==> config.mk <==
export PLATFORM = sky130hd
export DESIGN_NAME = code_setter_flat
export DESIGN_NICKNAME = d
export VERILOG_FILES = /design/src/rtl/code_setter_if.sv /design/src/rtl/code_setter.sv /design/src/flat_wrapper.sv
export SDC_FILE = /design/constraint.sdc
export NUM_CORES = 1
export LEC_CHECK = 0
export CORE_ASPECT_RATIO = 0.75
export CORE_MARGIN = 8
export CORE_UTILIZATION = 50
export DETAILED_ROUTE_END_ITERATION = 12
export GPL_TIMING_DRIVEN = 0
export PLACE_DENSITY = 0.78
export SLEW_MARGIN = 20
export SYNTH_ARGS = -nofsm -noshare
export SYNTH_HDL_FRONTEND = slang
export SYNTH_SLANG_ARGS = --single-unit
==> constraint.sdc <==
create_clock -name clk -period 2.9 [get_ports clk]
set_input_delay 0.58 -clock clk [delete_from_list [all_inputs] [get_ports clk]]
set_output_delay 0.58 -clock clk [all_outputs]
set_load 0.05 [all_outputs]
==> src/rtl/code_setter_if.sv <==
// Button, switch and status bundle between the code programmer and its user side.
interface code_setter_if #(
  parameter int CODE_W = 4
);
  logic              change;
  logic              enter;
  logic              oops;
  logic [CODE_W-1:0] login;
  logic [CODE_W-1:0] passw;
  logic              busy;
  logic              updated;
  logic [3:0]        flag;

  modport slave (
    input  change, enter, oops, login,
    output passw, busy, updated, flag
  );

  modport master (
    output change, enter, oops, login,
    input  passw, busy, updated, flag
  );
endinterface

==> src/rtl/code_setter.sv <==
// Stored-code register with authenticate / enter / confirm programming sequence.
// Optional lockout after MAX_TRIES failed authentications: define CODE_SETTER_LOCKOUT_EN.
module code_setter #(
  parameter int                 CODE_W       = 4,
  parameter logic [CODE_W-1:0]  DEFAULT_CODE = 4'b1001,
  parameter int                 MAX_TRIES    = 3
) (
  input logic         clk,
  input logic         reset,
  code_setter_if.slave bus
);

  typedef enum logic [2:0] {
    S_IDLE   = 3'd0,
    S_AUTH   = 3'd1,
    S_NEW1   = 3'd2,
    S_NEW2   = 3'd3,
    S_DONE   = 3'd4,
    S_LOCKED = 3'd5
  } state_t;

  state_t            state_q, state_d;
  logic [CODE_W-1:0] passw_q, passw_d;
  logic [CODE_W-1:0] new_q, new_d;
  logic              updated_q, updated_d;
  logic              busy_q, busy_d;
  logic [3:0]        flag_q, flag_d;
  logic              change_q, enter_q, oops_q;
  logic              oops_ev, enter_ev, change_ev;

`ifdef CODE_SETTER_LOCKOUT_EN
  localparam int FAIL_W = $clog2(MAX_TRIES + 1);
  logic [FAIL_W-1:0] fail_q, fail_d;
`endif

  // Rising-edge events with oops > enter > change priority.
  assign oops_ev   = bus.oops & ~oops_q;
  assign enter_ev  = bus.enter & ~enter_q & ~oops_ev;
  assign change_ev = bus.change & ~change_q & ~oops_ev & ~(bus.enter & ~enter_q);

  always_comb begin
    state_d   = state_q;
    passw_d   = passw_q;
    new_d     = new_q;
    updated_d = 1'b0;
`ifdef CODE_SETTER_LOCKOUT_EN
    fail_d    = fail_q;
`endif
    case (state_q)
      S_IDLE: begin
        if (change_ev) state_d = S_AUTH;
        else           state_d = S_IDLE;
      end
      S_AUTH: begin
        if (oops_ev) begin
          state_d = S_IDLE;
          new_d   = '0;
        end else if (enter_ev) begin
          if (bus.login == passw_q) begin
            state_d = S_NEW1;
`ifdef CODE_SETTER_LOCKOUT_EN
            fail_d  = '0;
`endif
          end else begin
            state_d = S_AUTH;
`ifdef CODE_SETTER_LOCKOUT_EN
            if (fail_q != FAIL_W'(MAX_TRIES)) fail_d = fail_q + {{(FAIL_W-1){1'b0}}, 1'b1};
            else                              fail_d = fail_q;
            if (fail_d == FAIL_W'(MAX_TRIES)) state_d = S_LOCKED;
            else                              state_d = S_AUTH;
`endif
          end
        end else begin
          state_d = S_AUTH;
        end
      end
      S_NEW1: begin
        if (oops_ev) begin
          state_d = S_IDLE;
          new_d   = '0;
        end else if (enter_ev) begin
          new_d   = bus.login;
          state_d = S_NEW2;
        end else begin
          state_d = S_NEW1;
        end
      end
      S_NEW2: begin
        if (oops_ev) begin
          state_d = S_IDLE;
          new_d   = '0;
        end else if (enter_ev) begin
          if (bus.login == new_q) state_d = S_DONE;
          else                    state_d = S_NEW1;
        end else begin
          state_d = S_NEW2;
        end
      end
      // The commit cycle always completes; an abort here would arrive too late.
      S_DONE: begin
        passw_d   = new_q;
        updated_d = 1'b1;
        state_d   = S_IDLE;
      end
      S_LOCKED: state_d = S_LOCKED;
      default:  state_d = S_IDLE;
    endcase

    busy_d = (state_d != S_IDLE);
    case (state_d)
      S_IDLE:   flag_d = 4'b0000;
      S_AUTH:   flag_d = 4'b0001;
      S_NEW1:   flag_d = 4'b0010;
      S_NEW2:   flag_d = 4'b0100;
      S_DONE:   flag_d = 4'b1000;
      S_LOCKED: flag_d = 4'b1111;
      default:  flag_d = 4'b0000;
    endcase
  end

  always_ff @(posedge clk or negedge reset) begin
    if (!reset) begin
      state_q   <= S_IDLE;
      passw_q   <= DEFAULT_CODE;
      new_q     <= '0;
      updated_q <= 1'b0;
      busy_q    <= 1'b0;
      flag_q    <= 4'b0000;
      change_q  <= 1'b0;
      enter_q   <= 1'b0;
      oops_q    <= 1'b0;
`ifdef CODE_SETTER_LOCKOUT_EN
      fail_q    <= '0;
`endif
    end else begin
      state_q   <= state_d;
      passw_q   <= passw_d;
      new_q     <= new_d;
      updated_q <= updated_d;
      busy_q    <= busy_d;
      flag_q    <= flag_d;
      change_q  <= bus.change;
      enter_q   <= bus.enter;
      oops_q    <= bus.oops;
`ifdef CODE_SETTER_LOCKOUT_EN
      fail_q    <= fail_d;
`endif
    end
  end

  assign bus.passw   = passw_q;
  assign bus.busy    = busy_q;
  assign bus.updated = updated_q;
  assign bus.flag    = flag_q;

endmodule
==> src/flat_wrapper.sv <==
// flat-port wrapper written by rule: the top's interface ports become plain ports
module code_setter_flat 
#(
  parameter int                 CODE_W       = 4,
  parameter logic [CODE_W-1:0]  DEFAULT_CODE = 4'b1001,
  parameter int                 MAX_TRIES    = 3
)
  (clk, reset, bus_change, bus_enter, bus_oops, bus_login, bus_passw, bus_busy, bus_updated, bus_flag);
  code_setter_if #(.CODE_W(CODE_W)) bus_i ();
  input logic clk;
  input logic reset;
  input wire logic [$bits(bus_i.change)-1:0] bus_change;
  input wire logic [$bits(bus_i.enter)-1:0] bus_enter;
  input wire logic [$bits(bus_i.oops)-1:0] bus_oops;
  input wire logic [$bits(bus_i.login)-1:0] bus_login;
  output wire logic [$bits(bus_i.passw)-1:0] bus_passw;
  output wire logic [$bits(bus_i.busy)-1:0] bus_busy;
  output wire logic [$bits(bus_i.updated)-1:0] bus_updated;
  output wire logic [$bits(bus_i.flag)-1:0] bus_flag;
  assign bus_i.change = bus_change;
  assign bus_i.enter = bus_enter;
  assign bus_i.oops = bus_oops;
  assign bus_i.login = bus_login;
  assign bus_passw = bus_i.passw;
  assign bus_busy = bus_i.busy;
  assign bus_updated = bus_i.updated;
  assign bus_flag = bus_i.flag;
  code_setter #(.CODE_W(CODE_W), .DEFAULT_CODE(DEFAULT_CODE), .MAX_TRIES(MAX_TRIES)) u_core (.clk(clk), .reset(reset), .bus(bus_i));
endmodule
==> metrics.md, run 1 <==
| Metric | Value |
|---|---|
| Via-per-instance ratio | `around 5.4` |
| Critical R2R Launch | `u_core.bus.passw[0]$_DFFE_PN1P_` |
| Crit. Startpoint | `u_core.bus.passw[0]$_DFFE_PN1P_` |
| Synth async-reset ratio | `100%` |
| Crit path max fanout | `3` |
| Global-route wire length before repair | `3.11 mm` |
| Comb pwr share | `approximately a quarter` |
| Ys flop type | `dfrtp_1` |
| R2R cell count | `6` |
| Clock Latency Late Sink | `0.29 ns` |
| Mapped Avg Cell Area | `about 11 sq um` |
| TNS Setup | `0 ns` |
| Area leader, netlist | `dfrtp_1` |
| Count leader, synth | `dfrtp_1` |
| Final setup viols | `0` |
| Grt ovf | `0` |
| Syn-to-layout area delta | `25.2%` |
| Hold Fails Final Rpt | `0` |
| Sw frac | `31.6%` |
| Share of cells above drive strength 1 | `~13%` |
| CP Class | `reg -> out` |
| Via count | `701` |
| Fillers | `between 100 and 150` |
| Resized cells post-CTS | `0` |
| EDFF count, synth | `0` |
| Slew HR | `approximately 44%` |
| Period utilization | `roughly 78%` |
| Post-CTS Setup Inserts | `0` |
| Clk slew on worst S/H paths | `approximately 0.1 ns` |
| Mapped Area | `between 900 and 1000 sq um` |
| Die height | `53.3 um` |
| # nets final | `approximately 120` |
| DRT iter0 DRCs | `13` |
| Clock root cell | `clkbuf_4` |
| CP Launch Type | `flop` |
| Sequential share of power | `54.1%` |
| CP Depth | `1` |
| CP Capture Point | `bus_passw[0]` |
| Post-layout minimum cycle time | `2.25 ns` |
| Leakage dissipation | `~0.52 nW` |
| Core Region | `1740 sq um` |
| Largest net degree at the start of global routing | `21` |
| CTS tree | `done` |
| Cell-internal power | `between 0.0004 and 0.0005 W` |
| Sequential-to-total area share from yosys stat | `around 54%` |
| Die Wd | `between 60 and 70 um` |
| Flops & latches, synth | `20` |
| FP Rows | `13` |
| Pins Over Slew Limit | `0` |
| Hold buffers post-CTS | `0` |
| Ports | `19` |
| Synth top cells by count | `dfrtp_1 (18), nand2_1 (10), xor2_1 (5)` |
| PortBufs | `18` |
| Cells after Synth | `86` |
| Initial antenna violation count | `0` |
| Vias in the first global route | `about 660` |
| WP data arrival | `1.67 ns` |
| PwrDens | `~540 nW/um^2` |
| HP Class | `reg -> reg` |
| Synth Net Count | `between 90 and 100` |
| NetSw | `0.000198 W` |
| N_diodes | `0` |
| Wire length per cell | `around 14 um` |
| Setup ws final | `about 0.65 ns` |
| H-tree levels | `1` |
| Synth area leaders | `dfrtp_1 (49%), dfstp_2 (5.7%), mux2_2 (4.9%)` |
| Die footprint | `3500 sq um` |
| Peak Freq | `444 MHz` |
| Gp weighted congestion | `0.809` |
| Drt pass-1 iters | `4` |
| Worst EP required | `around 2.3 ns` |
| Yosys cell types | `33` |
| DRT Wirelength | `1.85 mm` |
| Slew @ Worst Pin | `around 0.83 ns` |
| R2r endpoint | `u_core.bus.flag[1]$_DFF_PN0_` |
| Clk buf depth | `2` |
| Number of warnings issued by yosys | `0` |
| Initial Utilization | `a little over half` |
| Slowest stage cell, crit path | `clkdlybuf4s50_1` |
| Status | `complete, no violations` |
| Max-cap viol count | `0` |
| DRC viols | `0` |
| GRT Util Overall | `roughly an eighth` |
| Cell Chain, Critical Path | `clkdlybuf4s50_1` |
| Reg2Reg Setup Slack | `between 1 and 1.5 ns` |
| Clock sinks | `20` |
| Unrepaired setup endpoints after global routing | `no` |
| Detail Route Antenna Nets | `0` |
| CP delay by family, top | `buffers and inverters` |
| Share of the synthesized area in the top cell type | `between 40 and 50%` |
| Crit-path max cell delay | `0.81 ns` |
| DP Worst Slack | `slightly above 0.5 ns` |
| Num CTS Buffers | `3` |
| Post-DP HPWL | `1.44 mm` |
| Clock Power Share | `a little over a fifth` |
| Clk_skew | `0.00115 ns` |
| Maximum vdd drop | `approximately 0.33 mV` |
| Crit path buffers/inverters | `1` |
| CP Capture Type | `output port` |
-- state kept, by name, indices dropped and copies added (netlist names) --
register	count
u_core.bus.updated	1
u_core.state_q	3
u_core.bus.busy	1
u_core.oops_q	1
u_core.enter_q	1
u_core.change_q	1
u_core.bus.flag	4
u_core.bus.passw	4
u_core.new_q	4
-- placed cells by master (no fill, tap or decap), types with 2 or more instances in the layout --
| cell | count |
|---|---|
| xor2_1 | 5 |
| nand4_1 | 2 |
| o21ai_1 | 3 |
| xnor2_1 | 3 |
| dfstp_2 | 2 |
| nand2_1 | 10 |
| a21oi_1 | 2 |
| nor2_1 | 2 |
| nand2b_1 | 2 |
| mux2_2 | 4 |
| o311a_1 | 2 |
| nor3_1 | 3 |
| clkbuf_1 | 3 |
| dfrtp_1 | 18 |
| clkdlybuf4s50_1 | 18 |
| clkbuf_4 | 3 |
| nand3_1 | 3 |
| o21ai_0 | 3 |
| inv_1 | 4 |
-- routing by layer --
metal  vias up  wire length (um)  global-route usage, %
li1        346                 -                      -
met1       332               845                   15.3
met2        18               841                   16.6
met3         5               118                   4.42
met4         0                43                   7.58
met5         -                 0                      0
-- worst min-delay path: stages (launching register included) --
cell and delay, ns:
dfrtp_1 0.39, nand2_1 0.06, o21ai_1 0.07
-- how the worst min path moves through the flow --
stage,to,cells after the start,start,slack [ns]
after floorplan,u_core.bus.busy$_DFF_PN0_,0,reset,0.28
after global placement,u_core.new_q[1]$_DFFE_PN0P_,2,u_core.new_q[1]$_DFFE_PN0P_,0.50
after detailed placement,u_core.new_q[1]$_DFFE_PN0P_,2,u_core.new_q[1]$_DFFE_PN0P_,0.52
after CTS,u_core.new_q[0]$_DFFE_PN0P_,2,u_core.new_q[0]$_DFFE_PN0P_,0.55
after global routing,u_core.new_q[0]$_DFFE_PN0P_,2,u_core.new_q[0]$_DFFE_PN0P_,0.57
final,u_core.new_q[2]$_DFFE_PN0P_,2,u_core.new_q[2]$_DFFE_PN0P_,0.55
-- through the flow --
stage | util (%) | std cells | total power, W | cell area [sq um] | hold WS (ns)
after floorplan | - | 86 | 0.000446 | 927 | 0.284
after CTS | 66.7 | 130 | 0.000637 | 1160 | 0.553
final | 66.7 | 130 | 0.000629 | 1160 | 0.550
after detailed placement | 65.2 | 126 | 0.000503 | 1130 | 0.522
after global routing | 66.7 | 130 | 0.000667 | 1160 | 0.574
after global placement | 65.2 | 126 | 0.000496 | 1130 | 0.505
-- power groups by stage --
stage	sequential, W	combinational (W)	clock (W)
final	0.000340	0.000158	0.000130
after global routing	0.000344	0.000175	0.000147
after CTS	0.000340	0.000159	0.000138
after detailed placement	0.000346	0.000157	0
after global placement	0.000342	0.000154	0
after floorplan	0.000367	0.0000792	0
-- layout make-up --
class                   count  area [sq um]  share of cell area (%)
multi-input cells          59           398                    34.3
well taps                  22          27.5                    2.37
repair buffers             18           180                    15.5
inverters                   5          18.8                    1.62
plain buffers               2          7.51                   0.647
flip-flops and latches     20           503                    43.3
clock buffers               4          26.3                    2.26
-- cell families (layout without fill, tap and decap cells) --
| group | after synthesis | after routing | share of synthesized area [%] |
|---|---|---|---|
| buffers and inverters | 7 | 29 | 2.83 |
| AO/OA/AOI/OAI | 16 | 16 | 11.7 |
| XOR/XNOR | 8 | 8 | 7.56 |
| AND/OR/NAND/NOR | 31 | 31 | 18.8 |
| flip-flops | 20 | 20 | 54.3 |
| multiplexers | 4 | 4 | 4.86 |
Power figures use the tool's default switching activity.
==> run 2, diff against run 1 <==
--- a/config.mk
+++ b/config.mk
@@ -7,10 +7,10 @@
 export LEC_CHECK = 0
 export CORE_ASPECT_RATIO = 0.75
 export CORE_MARGIN = 8
-export CORE_UTILIZATION = 50
+export CORE_UTILIZATION = 44
 export DETAILED_ROUTE_END_ITERATION = 12
 export GPL_TIMING_DRIVEN = 0
-export PLACE_DENSITY = 0.78
+export PLACE_DENSITY = 0.73
 export SLEW_MARGIN = 20
 export SYNTH_ARGS = -nofsm -noshare
 export SYNTH_HDL_FRONTEND = slang
==> constraint.sdc (replaced) <==
create_clock -name clk -period 1.9 [get_ports clk]
set_input_delay 0.38 -clock clk [delete_from_list [all_inputs] [get_ports clk]]
set_output_delay 0.38 -clock clk [all_outputs]
set_load 0.05 [all_outputs]
==> run 2 against run 1 <==
  * Routed wire length rose by 1.6%
  * Global-route usage fell by 1.9 points
  * Clock skew rose by 0.00097 ns
  * Final area rose by 0.43%
  * Highest routed layer is now met3
==> metrics.md, run 2 (synthesized netlist as in run 1, its figures left out) <==
| Metric | Value |
|---|---|
| CP Class | `reg -> out` |
| Die footprint | `3850 sq um (+9.9%)` |
| Die height | `55.8 um (+4.6%)` |
| Slew @ Worst Pin | `0.901 ns (+0.0669 ns)` |
| Via count | `703 (+0.29%)` |
| CP Capture Type | `output port` |
| Clock Latency Late Sink | `0.29 ns (about the same)` |
| Hold Fails Final Rpt | `0 (unchanged)` |
| CTS tree | `done` |
| Area of the multi-input gates | `398 sq um (unchanged)` |
| FP Rows | `14 (+1)` |
| Clk_skew | `0.00212 ns (+0.000974 ns)` |
| Via-per-instance ratio | `5.33 (-1.2%)` |
| Worst EP required | `1.52 ns (-0.80 ns)` |
| Hold buffers post-CTS | `0 (unchanged)` |
| PwrDens | `814 nW/um^2 (+50%)` |
| Share of cells above drive strength 1 | `13.9% (+0.93 points)` |
| Drt pass-1 iters | `4 (unchanged)` |
| Clk buf depth | `2 (unchanged)` |
| N_diodes | `0 (unchanged)` |
| H-tree levels | `1 (unchanged)` |
| Cell Chain, Critical Path | `clkdlybuf4s50_1` |
| CP Launch Type | `flop` |
| Status | `complete, no violations` |
| Max-cap viol count | `0 (unchanged)` |
| Most frequent cells in the layout | `dfrtp_1 (18), clkdlybuf4s50_1 (11), nand2_1 (10), xor2_1 (5), dlygate4sd2_1 (5)` |
| Most common cell after layout, fill and taps aside | `dfrtp_1` |
| Detail Route Antenna Nets | `0 (unchanged)` |
| Slowest stage cell, crit path | `clkdlybuf4s50_1` |
| Period utilization | `95.5%` |
| Vias in the first global route | `707 (+7.9%)` |
| Unrepaired setup endpoints after global routing | `no` |
| Maximum vdd drop | `0.516 mV (+56%)` |
| Placed cell areas | `1140 sq um (+0.22%)` |
| CP delay by family, top | `buffers and inverters` |
| DP Worst Slack | `-0.310 ns (-0.815 ns)` |
| Peak Freq | `551 MHz` |
| Clock sinks | `20 (unchanged)` |
| PortBufs | `18 (unchanged)` |
| DRC viols | `0 (unchanged)` |
| Wire length per cell | `14.2 um (about the same)` |
| Num CTS Buffers | `3 (unchanged)` |
| GRT Util Overall | `10.1% (-1.9 points)` |
| Gp weighted congestion | `0.825 (+2.0%)` |
| Setup ws final | `0.0852 ns (-0.563 ns)` |
| Crit path buffers/inverters | `1 (unchanged)` |
| Crit path max fanout | `1 (-2)` |
| Grt ovf | `0 (unchanged)` |
| Final setup viols | `0 (unchanged)` |
| Post-layout minimum cycle time | `1.81 ns` |
| HP Class | `in -> reg` |
| Post-DP HPWL | `1.38 mm (-3.9%)` |
| DRT iter0 DRCs | `23 (+10)` |
| TNS Setup | `0 ns (unchanged)` |
| Largest net degree at the start of global routing | `21 (unchanged)` |
| Crit-path max cell delay | `0.80 ns (about the same)` |
| DRT Wirelength | `1.88 mm (+1.6%)` |
| Initial antenna violation count | `0 (unchanged)` |
| Clock root cell | `clkbuf_4` |
| WP data arrival | `1.43 ns (-0.24 ns)` |
| Initial Utilization | `46.4% (-6.8 points)` |
| Die Wd | `69.0 um (+5.0%)` |
| Syn-to-layout area delta | `25.8%` |
| Leakage dissipation | `0.562 nW (+8.3%)` |
| Slew HR | `39.7% (-4.5 points)` |
| Fillers | `194 (+30%)` |
| Post-route cell area | `1170 sq um (+0.43%)` |
| Ports | `19 (unchanged)` |
| Clk slew on worst S/H paths | `0.10 ns (about the same)` |
| Pins Over Slew Limit | `0 (unchanged)` |
| Core Region | `2000 sq um (+15%)` |
| Storage cell area | `503 sq um (unchanged)` |
| Global-route wire length before repair | `3.26 mm (+4.7%)` |
| # nets final | `119 (+0.85%)` |
## run 2: cell count changes in the layout (fill, tap and decap cells not counted)
cell / previous run / this run
dlygate4sd2_1: 0 / 5
clkbuf_1: 3 / 2
dlymetal6s2s_1: 0 / 2
clkdlybuf4s50_1: 18 / 11
buf_4: 0 / 1
## run 2: per-stage QoR
step / utilization [%] / hold WS [ns] / std cells / power, W
after floorplan: - / 0.0844 / 86 / 0.000680
after global placement: 57.0 / 0.505 / 128 / 0.000757
after detailed placement: 57.0 / 0.513 / 128 / 0.000765
after CTS: 58.1 / 0.510 / 132 / 0.000961
after global routing: 58.4 / 0.394 / 132 / 0.00101
final: 58.4 / 0.390 / 132 / 0.000949
## run 2: timing repair
action,4_1_cts,5_1_grt
setup endpoints to repair,5,2
setup buffers,1,0
pin swaps,0,1
gates resized for setup,5,2
## run 2: layer usage
layer	vias to the layer above	track usage (%)	share of wire [%]
li1	347	-	-
met1	339	13.0	48
met2	17	14.7	46
met3	0	5.35	6.0
met4	0	1.75	0
met5	-	0	0
## run 2: worst paths after layout
kind	from	endpoint	slack (ns)	cells after the start
min	bus_login[3]	u_core.new_q[3]$_DFFE_PN0P_	0.39	3
min in group asynchronous	reset	u_core.bus.flag[3]$_DFF_PN0_	0.58	1
min reg2reg	u_core.new_q[0]$_DFFE_PN0P_	u_core.new_q[0]$_DFFE_PN0P_	0.54	2
max	u_core.bus.flag[0]$_DFF_PN0_	bus_flag[0]	0.09	1
max in group asynchronous	reset	u_core.enter_q$_DFF_PN0_	0.77	1
max reg2reg	u_core.bus.passw[0]$_DFFE_PN1P_	u_core.bus.flag[1]$_DFF_PN0_	0.12	6
## run 2: power by group
part | internal, W | switching (W)
logic | 0.0000944 | 0.000146
registers | 0.000479 | 0.0000381
clock network | 0.0000738 | 0.000117
total | 0.000648 | 0.000302
## run 2: area by class of cell
cell class | count | area share, %
flip-flops and latches | 20 | 43.1
multi-input cells | 59 | 34.1
repair buffers | 19 | 16.0
well taps | 24 | 2.58
clock buffers | 3 | 1.93
inverters | 5 | 1.61
plain buffers | 2 | 0.644
==> run 3, diff against run 2 <==
--- a/config.mk
+++ b/config.mk
@@ -5,12 +5,14 @@
 export SDC_FILE = /design/constraint.sdc
 export NUM_CORES = 1
 export LEC_CHECK = 0
+export CELL_PAD_IN_SITES_DETAIL_PLACEMENT = 0
+export CELL_PAD_IN_SITES_GLOBAL_PLACEMENT = 2
 export CORE_ASPECT_RATIO = 0.75
 export CORE_MARGIN = 8
-export CORE_UTILIZATION = 44
+export CORE_UTILIZATION = 28
 export DETAILED_ROUTE_END_ITERATION = 12
 export GPL_TIMING_DRIVEN = 0
-export PLACE_DENSITY = 0.73
+export PLACE_DENSITY_LB_ADDON = 0.1
 export SLEW_MARGIN = 20
 export SYNTH_ARGS = -nofsm -noshare
 export SYNTH_HDL_FRONTEND = slang
==> run 3 against run 2 <==
  * Routed wire length is 12% higher
  * Combinational power is 6% higher
  * Via count is 1.8% lower
  * Final cell count is 12% higher
  * Maximum frequency is 0.20% lower
  * Critical endpoint is now bus_passw[2]
  * Largest power group unchanged
==> metrics.md, run 3 (synthesized netlist as in run 1, its figures left out) <==
| Metric | Value |
|---|---|
| Status | `complete, no violations` |
| Hold Fails Final Rpt | `0 (unchanged)` |
| Initial antenna violation count | `0 (unchanged)` |
| Unrepaired setup endpoints after global routing | `no` |
| H-tree levels | `1 (unchanged)` |
| Post-DP HPWL | `1.58 mm (+15%)` |
| Wire length per cell | `14.2 um (-0.51%)` |
| Crit path buffers/inverters | `1 (unchanged)` |
| Grt ovf | `0 (unchanged)` |
| Leakage dissipation | `0.584 nW (+3.9%)` |
| Pins Over Slew Limit | `0 (unchanged)` |
| Syn-to-layout area delta | `33.5%` |
| Global-route wire length before repair | `3.54 mm (+8.7%)` |
| HP Class | `in -> reg` |
| Clk_skew | `0.000867 ns (-0.00126 ns)` |
| CP delay by family, top | `buffers and inverters` |
| Die footprint | `5430 sq um (+41%)` |
| Slew HR | `39.9% (+0.19 points)` |
| Num CTS Buffers | `3 (unchanged)` |
| CP Capture Type | `output port` |
| DRT Wirelength | `2.10 mm (+12%)` |
| Ports | `19 (unchanged)` |
| WP data arrival | `1.44 ns (about the same)` |
| Peak Freq | `550 MHz (-0.20%)` |
| Final setup viols | `0 (unchanged)` |
| CTS tree | `done` |
| Most common cell after layout, fill and taps aside | `dfrtp_1` |
| Largest net degree at the start of global routing | `21 (unchanged)` |
| PwrDens | `845 nW/um^2 (+3.8%)` |
| DRC viols | `0 (unchanged)` |
| Core Region | `3220 sq um (+61%)` |
| Cell Chain, Critical Path | `clkdlybuf4s50_1` |
| GRT Util Overall | `8.59% (-1.5 points)` |
| Placed insts | `144 (+13%)` |
| Gp weighted congestion | `0.779 (-5.5%)` |
| Fillers | `318 (+64%)` |
| Final design utilization | `38.4% (-20 points)` |
| FP Rows | `18 (+4)` |
| Via-per-instance ratio | `4.66 (-12%)` |
| Clock Latency Late Sink | `0.25 ns (-0.04 ns)` |
| PortBufs | `18 (unchanged)` |
| Die Wd | `82.4 um (+19%)` |
| Clk slew on worst S/H paths | `0.07 ns (-0.03 ns)` |
| Slowest stage cell, crit path | `clkdlybuf4s50_1` |
| # nets final | `119 (unchanged)` |
| Fin cells | `148 (+12%)` |
| Drt pass-1 iters | `4 (unchanged)` |
| Most frequent cells in the layout | `dfrtp_1 (18), clkdlybuf4s50_1 (11), nand2_1 (10), xor2_1 (5), dlygate4sd2_1 (5)` |
| N_diodes | `0 (unchanged)` |
| Storage cell area | `503 sq um (unchanged)` |
| Via count | `690 (-1.8%)` |
| Maximum vdd drop | `0.486 mV (-5.8%)` |
| Detail Route Antenna Nets | `0 (unchanged)` |
| Initial Utilization | `28.8% (-18 points)` |
| CP Launch Type | `flop` |
| Period utilization | `95.7% (+0.19 points)` |
| Hold buffers post-CTS | `0 (unchanged)` |
| DRT iter0 DRCs | `44 (+91%)` |
| Max-cap viol count | `0 (unchanged)` |
| Crit-path max cell delay | `0.81 ns (about the same)` |
| Clk buf depth | `2 (unchanged)` |
| Vias in the first global route | `721 (+2.0%)` |
| Clock sinks | `20 (unchanged)` |
| Crit path max fanout | `3 (+2)` |
| Area of the multi-input gates | `430 sq um (+8.2%)` |
| Share of cells above drive strength 1 | `18.5% (+4.6 points)` |
| Slew @ Worst Pin | `0.898 ns (-0.00285 ns)` |
| Die height | `65.8 um (+18%)` |
| Worst EP required | `1.52 ns (about the same)` |
| CP Class | `reg -> out` |
| Clock root cell | `clkbuf_8` |
| Post-layout minimum cycle time | `1.82 ns (+0.00356 ns)` |
[run 3: repair_timing]
action,4_1_cts,5_1_grt
setup buffers,1,0
resized for setup,5,7
pin swaps,2,5
setup endpoints to repair,5,2
[run 3: final timing paths]
check	start	end	slack, ns	depth (start not counted)
worst max-delay path	u_core.bus.passw[2]$_DFFE_PN0P_	bus_passw[2]	0.08	1
worst min-delay path	bus_enter	u_core.enter_q$_DFF_PN0_	0.29	1
worst max register to register	u_core.bus.passw[0]$_DFFE_PN1P_	u_core.bus.flag[1]$_DFF_PN0_	0.10	6
worst min register to register	u_core.new_q[2]$_DFFE_PN0P_	u_core.new_q[2]$_DFFE_PN0P_	0.54	2
max in group asynchronous	reset	u_core.change_q$_DFF_PN0_	0.72	1
min in group asynchronous	reset	u_core.bus.flag[2]$_DFF_PN0_	0.63	1
[run 3: area by class of cell]
cell class              instances  share of cell area, %
flip-flops and latches         20                   40.6
multi-input cells              59                   34.8
plain buffers                   2                  0.607
inverters                       5                   1.52
well taps                      40                   4.04
clock buffers                   3                   3.34
repair buffers                 19                   15.1
[run 3: power breakdown]
part           leakage (nW)  switching, W  total, W  internal [W]
logic                 0.305      0.000157  0.000255     0.0000978
clock network        0.0216      0.000131  0.000272      0.000141
registers             0.258     0.0000399  0.000520      0.000480
total                 0.584      0.000327   0.00105      0.000719
[run 3: per-stage QoR]
step,hold slack [ns],power [W],area [sq um],TNS (ns),setup WS [ns]
2_1_floorplan,0.0844,0.000680,927,0,0.0268
3_3_place_gp,0.507,0.000770,1160,-1.52,-0.337
3_5_place_dp,0.528,0.000773,1160,-1.54,-0.336
4_1_cts,0.546,0.00106,1200,0,0.0188
5_1_grt,0.291,0.00112,1240,0,0.00313
6_report,0.287,0.00105,1240,0,0.0817
[run 3: layer usage]
metal | global-route usage, % | wire, um | vias to the layer above
li1 | - | - | 346
met4 | 1.97 | 13 | 0
met3 | 4.21 | 190 | 2
met2 | 11.2 | 839 | 20
met5 | 0 | 0 | -
met1 | 12.1 | 1050 | 322
